--- config.mk ---
export PLATFORM = sky130hd
export DESIGN_NAME = nibble_serial_add32
export DESIGN_NICKNAME = d
export VERILOG_FILES = /design/src/rtl/nibble_serial_add32.sv
export SDC_FILE = /design/constraint.sdc
export NUM_CORES = 1
export LEC_CHECK = 0
export BUFFER_PORTS_ARGS = -buffer_cell sky130_fd_sc_hd__buf_2
export CAP_MARGIN = 30
export CORE_MARGIN = 1
export CORE_UTILIZATION = 45
export DETAILED_ROUTE_END_ITERATION = 7
export GPL_ROUTABILITY_DRIVEN = 0
export PLACE_DENSITY = 0.7
export RECOVER_POWER = 25
export SKIP_LAST_GASP = 1
export SLEW_MARGIN = 10
export SYNTH_ARGS = -nofsm -noshare
export SYNTH_HDL_FRONTEND = slang
export SYNTH_HIERARCHICAL = 1
export SYNTH_SLANG_ARGS = --single-unit
--- constraint.sdc ---
create_clock -name clk -period 2.2 [get_ports clk]
set_input_delay 0.11 -clock clk [delete_from_list [all_inputs] [get_ports clk]]
set_output_delay 0.11 -clock clk [all_outputs]
set_load 0.03 [all_outputs]
--- src/rtl/nibble_serial_add32.sv ---
// nibble_serial_add32: 32-bit add/subtract computed one nibble per clock on a single shared 4-bit ripple slice.
module adder1 (
    input  logic a,
    input  logic b,
    input  logic ci,
    output logic s,
    output logic co
);
    assign s  = a ^ b ^ ci;
    assign co = (a & b) | (ci & (a ^ b));
endmodule

module adder4 (
    input  logic [3:0] a,
    input  logic [3:0] b,
    input  logic       ci,
    output logic [3:0] s,
    output logic       co
);
    logic [4:0] c;
    assign c[0] = ci;
    for (genvar i = 0; i < 4; i++) begin : g_bit
        adder1 u_bit (.a(a[i]), .b(b[i]), .ci(c[i]), .s(s[i]), .co(c[i+1]));
    end
    assign co = c[4];
endmodule

module nibble_serial_add32 (
    input  logic        clk,
    input  logic        rst,
    input  logic        in_valid,
    output logic        in_ready,
    input  logic [31:0] a,
    input  logic [31:0] b,
    input  logic        cin,
    input  logic        sub,
    output logic        out_valid,
    input  logic        out_ready,
    output logic [31:0] sum,
    output logic        cout,
    output logic        busy
);
    typedef enum logic [1:0] {IDLE, RUN, DONE} state_t;
    state_t      state_q, state_d;
    logic [31:0] a_sh_q, a_sh_d, b_sh_q, b_sh_d, acc_q, acc_d, sum_q, sum_d;
    logic [2:0]  cnt_q, cnt_d;
    logic        carry_q, carry_d, cout_q, cout_d, out_valid_q, out_valid_d, busy_q, busy_d;
    logic [3:0]  slice_s;
    logic        slice_co;

    adder4 u_slice (.a(a_sh_q[3:0]), .b(b_sh_q[3:0]), .ci(carry_q), .s(slice_s), .co(slice_co));

    always_comb begin
        state_d     = state_q;
        a_sh_d      = a_sh_q;
        b_sh_d      = b_sh_q;
        acc_d       = acc_q;
        cnt_d       = cnt_q;
        carry_d     = carry_q;
        sum_d       = sum_q;
        cout_d      = cout_q;
        out_valid_d = out_valid_q;
        case (state_q)
            IDLE: if (in_valid) begin
                a_sh_d  = a;
                b_sh_d  = sub ? ~b : b;
                carry_d = sub ? 1'b1 : cin;
                cnt_d   = 3'd0;
                state_d = RUN;
            end
            RUN: begin
                acc_d   = {slice_s, acc_q[31:4]};
                a_sh_d  = a_sh_q >> 4;
                b_sh_d  = b_sh_q >> 4;
                carry_d = slice_co;
                cnt_d   = cnt_q + 3'd1;
                if (cnt_q == 3'd7) begin
                    sum_d       = acc_d;
                    cout_d      = slice_co;
                    out_valid_d = 1'b1;
                    state_d     = DONE;
                end
            end
            default: if (out_ready) begin
                out_valid_d = 1'b0;
                state_d     = IDLE;
            end
        endcase
        busy_d = state_d != IDLE;
    end

    always_ff @(posedge clk) begin
        if (rst) begin
            state_q     <= IDLE;
            a_sh_q      <= '0;
            b_sh_q      <= '0;
            acc_q       <= '0;
            cnt_q       <= '0;
            carry_q     <= 1'b0;
            sum_q       <= '0;
            cout_q      <= 1'b0;
            out_valid_q <= 1'b0;
            busy_q      <= 1'b0;
        end else begin
            state_q     <= state_d;
            a_sh_q      <= a_sh_d;
            b_sh_q      <= b_sh_d;
            acc_q       <= acc_d;
            cnt_q       <= cnt_d;
            carry_q     <= carry_d;
            sum_q       <= sum_d;
            cout_q      <= cout_d;
            out_valid_q <= out_valid_d;
            busy_q      <= busy_d;
        end
    end

    assign in_ready  = state_q == IDLE;
    assign out_valid = out_valid_q;
    assign sum       = sum_q;
    assign cout      = cout_q;
    assign busy      = busy_q;
endmodule

==> impl_metrics.py <==
metrics = {
    "timing": {
        "relSlewSlack_pct": 37.08,
        "period_minus_slack_ps": 2209,
        "worst_slack_ps": -9.227,
        "tns_ps": -9.888,
        "setup_viol": 2,
        "period_share_pct": 100.4,
        "hold_viol_final": 0,
        "drv_slew": 0,
        "worst_slew_pin_slew_ps": 942.8,
        "grt_setup_unrepaired": "true",
        "clock.fmax_mhz": 452.6,
        "finClkSkew_ps": 6.275,
    },
    "floorplan": {
        "start_util_pct": 46.35,
        "dieArea_sq_um": 12250,
        "die_h_microns": 110.7,
        "die_w_microns": 110.7,
        "num_rows": 39,
        "core_sq_um": 11470,
        "ios": 106,
    },
    "placement": {
        "place_ws_ps": -116.1,
        "postPlaceCellArea_sq_um": 5881,
        "dpl.hpwl_microns": 7929,
        "portBuffers": 105,
    },
    "synthesis": {
        "yosysWarnings": 6,
        "synth_edf_count": 0,
        "synth_top_area_cell": "dfxtp_1",
        "synth_area_sq_um": 5315,
        "synth_cell_types": 34,
        "synthArstFlopShare_pct": 0,
        "synth_area_leaders": "dfxtp_1 (50%), nand2_1 (8.6%), a21oi_1 (6.0%)",
        "synthSimpleGateAreaFrac_pct": 13.94,
        "synth_area_per_cell_sq_um": 8.888,
        "synth_xor_area_share_pct": 5.273,
        "muxShareOfSynthArea_pct": 0.3766,
        "synth_compound_area_share_pct": 23.26,
        "synthesis.nets": 674,
        "synth_top_area_share_pct": 50.09,
        "synth_top_family_by_area": "compound AO/OA/AOI/OAI gates",
        "synth_seq_cells": 133,
        "postSynthCellCount": 598,
        "yosys.area_share.adder_pct": 1.977,
        "ys.flop_type": "dfxtp_1",
        "ys_seq_area_share_pct": 50.09,
    },
    "routing": {
        "wl_met1_microns": 5319,
        "top_layer_used": "met4",
        "drc": 0,
        "dr_wl_met3_microns": 554,
        "antenna_left": 0,
        "viasPerCell": 5.361,
        "drt-initial-drc-count": 248,
        "dr_wl_met2_microns": 6261,
        "first_pass_iters": 4,
        "via_count": 4578,
        "wl_per_cell_microns": 14.29,
        "drt_wl_total_microns": 12200,
    },
    "global_routing": {
        "grt_usage_pct": 20.70,
        "antenna_found_initial": 0,
        "gr-total-overflow": 0,
        "grt_max_degree": 76,
        "grt_pass1_vias": 4443,
        "grt_pass1_wl_microns": 20670,
    },
    "finish": {
        "fin_nets": 774,
        "diodes": 0,
        "drive_gt1_share_pct": 18.57,
        "fin_area_sq_um": 6668,
        "area_delta_synth_final_pct": 25.45,
    },
    "clocking": {
        "cts_root_buf": "clkbuf_16",
        "cts_tree": "done",
        "path_clk_slew_ps": 50,
        "htree_num_levels": 4,
        "cts.sinks": 133,
        "cts_buffer_depth": 2,
        "insertion_delay_ps": 410,
        "cts_buffers": 17,
    },
    "setup_path": {
        "cp_max_fo": 2,
        "startpoint_type": "flop",
        "critPathKind": "reg -> reg",
        "crit_path_end_kind": "flop",
        "required_ps": 2440,
        "worst_ep_arrival_time_ps": 2450,
    },
    "run": {
        "maxCapViolations": 0,
    },
    "pwr": {
        "power_switching_mw": 1.387,
        "power_frac_seq_pct": 41.6,
        "power.density_nw_per_um2": 943.2,
        "cell_internal_pwr_mw": 4.902,
        "switching_share_pct": 22.06,
        "power_frac_comb_pct": 9.4,
        "leakage_nw": 2.462,
        "vdd_drop_max_mv": 0.8633,
        "pwr-share-clk_pct": 49.1,
    },
    "outcome": {
        "status": "finished, violations left",
        "violations": "negative setup slack",
    },
    "min_path": {
        "hp-class": "in -> reg",
    },
}
[per-stage QoR]
| step | power, mW | utilization [%] | hold slack (ps) | instances |
|---|---|---|---|---|
| 5_1_grt | 6.540 | 58.15 | 18.76 | 854 |
| 4_1_cts | 6.338 | 58.48 | 0.3254 | 854 |
| 6_report | 6.289 | 58.15 | 18.21 | 854 |
| 2_1_floorplan | 3.055 | - | 227.9 | 598 |
| 3_3_place_gp | 3.201 | 51.24 | 346.2 | 804 |
| 3_5_place_dp | 3.228 | 51.28 | 362.2 | 805 |
[cell type report]
| cell class | count | area [sq um] |
|---|---|---|
| Multi-Input combinational cell | 409 | 2409 |
| Fill cell | 1021 | 4800 |
| Clock inverter | 9 | 172.7 |
| Clock buffer | 23 | 478.0 |
| Inverter | 2 | 7.507 |
| Timing Repair Buffer | 135 | 758.2 |
| Sequential cell | 133 | 2664 |
| Tap cell | 143 | 178.9 |
[repair_timing]
item	in CTS	in global routing
resized for setup	2	3
pin swaps	1	0
gates cloned	0	0
endpoints found under the setup margin	3	3
setup buffers	0	0
hold buffers	17	0
endpoints found under the hold margin	17	0
[flip-flops by register name (all words and copies together), names as in the netlist]
signal / flops
acc_q: 28
b_sh_q: 32
a_sh_q: 32
state_q: 2
busy: 1
cout: 1
cnt_q: 3
sum: 32
carry_q: 1
out_valid: 1
[critical path, cell delays in order, from the launching register on]
cell	delay, ps
dfxtp_2	330
fa_2	400
fa_2	360
fa_2	350
fa_1	390
o21ai_1	140
a211oi_1	80
[path summary, 6_finish.rpt]
check	cells past startpoint	start	slack, ps	endpoint
max	6	carry_q$_SDFFE_PP0P_	-9	carry_q$_SDFFE_PP0P_
min	3	b[27]	20	b_sh_q[27]$_SDFFE_PP0P_
max reg2reg	6	carry_q$_SDFFE_PP0P_	-9	carry_q$_SDFFE_PP0P_
min reg2reg	2	sum[13]$_SDFFE_PP0P_	460	sum[13]$_SDFFE_PP0P_
[cell usage after synthesis, drive strengths merged (3+ instances only)]
cell and count:
a22oi 28, dfxtp 133, clkbuf 24, o22ai 46, xor2 4, a21oi 64, a221o 8, nor2 56
a211oi 29, fa 4, buf 30, nand2 122, xnor2 28, nand2b 3
[layout by cell type, fill, tap and decap left out, types with 8 or more instances in the layout]
master | Yosys | final
o22ai_1 | 36 | 36
a22oi_1 | 28 | 28
dlygate4sd3_1 | 0 | 17
a221o_1 | 8 | 8
o22ai_2 | 10 | 10
xnor2_1 | 28 | 28
a211oi_1 | 29 | 29
dfxtp_1 | 133 | 132
clkbuf_1 | 24 | 39
nand2_1 | 122 | 122
nor2_1 | 56 | 56
buf_4 | 1 | 11
a21oi_1 | 64 | 62
buf_2 | 21 | 69
clkbuf_16 | 0 | 17
[power groups by stage]
stage / Sequential, mW / Combinational [mW] / Clock, mW
3_3_place_gp: 2.66 / 0.545 / 0
3_5_place_dp: 2.66 / 0.566 / 0
2_1_floorplan: 2.64 / 0.414 / 0
4_1_cts: 2.61 / 0.591 / 3.13
5_1_grt: 2.63 / 0.651 / 3.26
6_report: 2.61 / 0.589 / 3.09
[kinds of logic (layout without fill, tap and decap cells)]
kind of cell	count (synthesis)	after routing
AND/OR/NAND/NOR	187	187
AO/OA/AOI/OAI	182	182
flip-flops	133	133
buffers and inverters	56	169
adder cells (fa/ha/maj)	6	6
XOR/XNOR	32	32
multiplexers	2	2
[metal layers]
layer	vias up	GRT usage, %
met2	129	35.73
met4	0	6.489
met1	2158	25.25
met5	-	0
li1	2283	-
met3	8	5.194
Note: power is estimated with default switching activity, not from simulation.
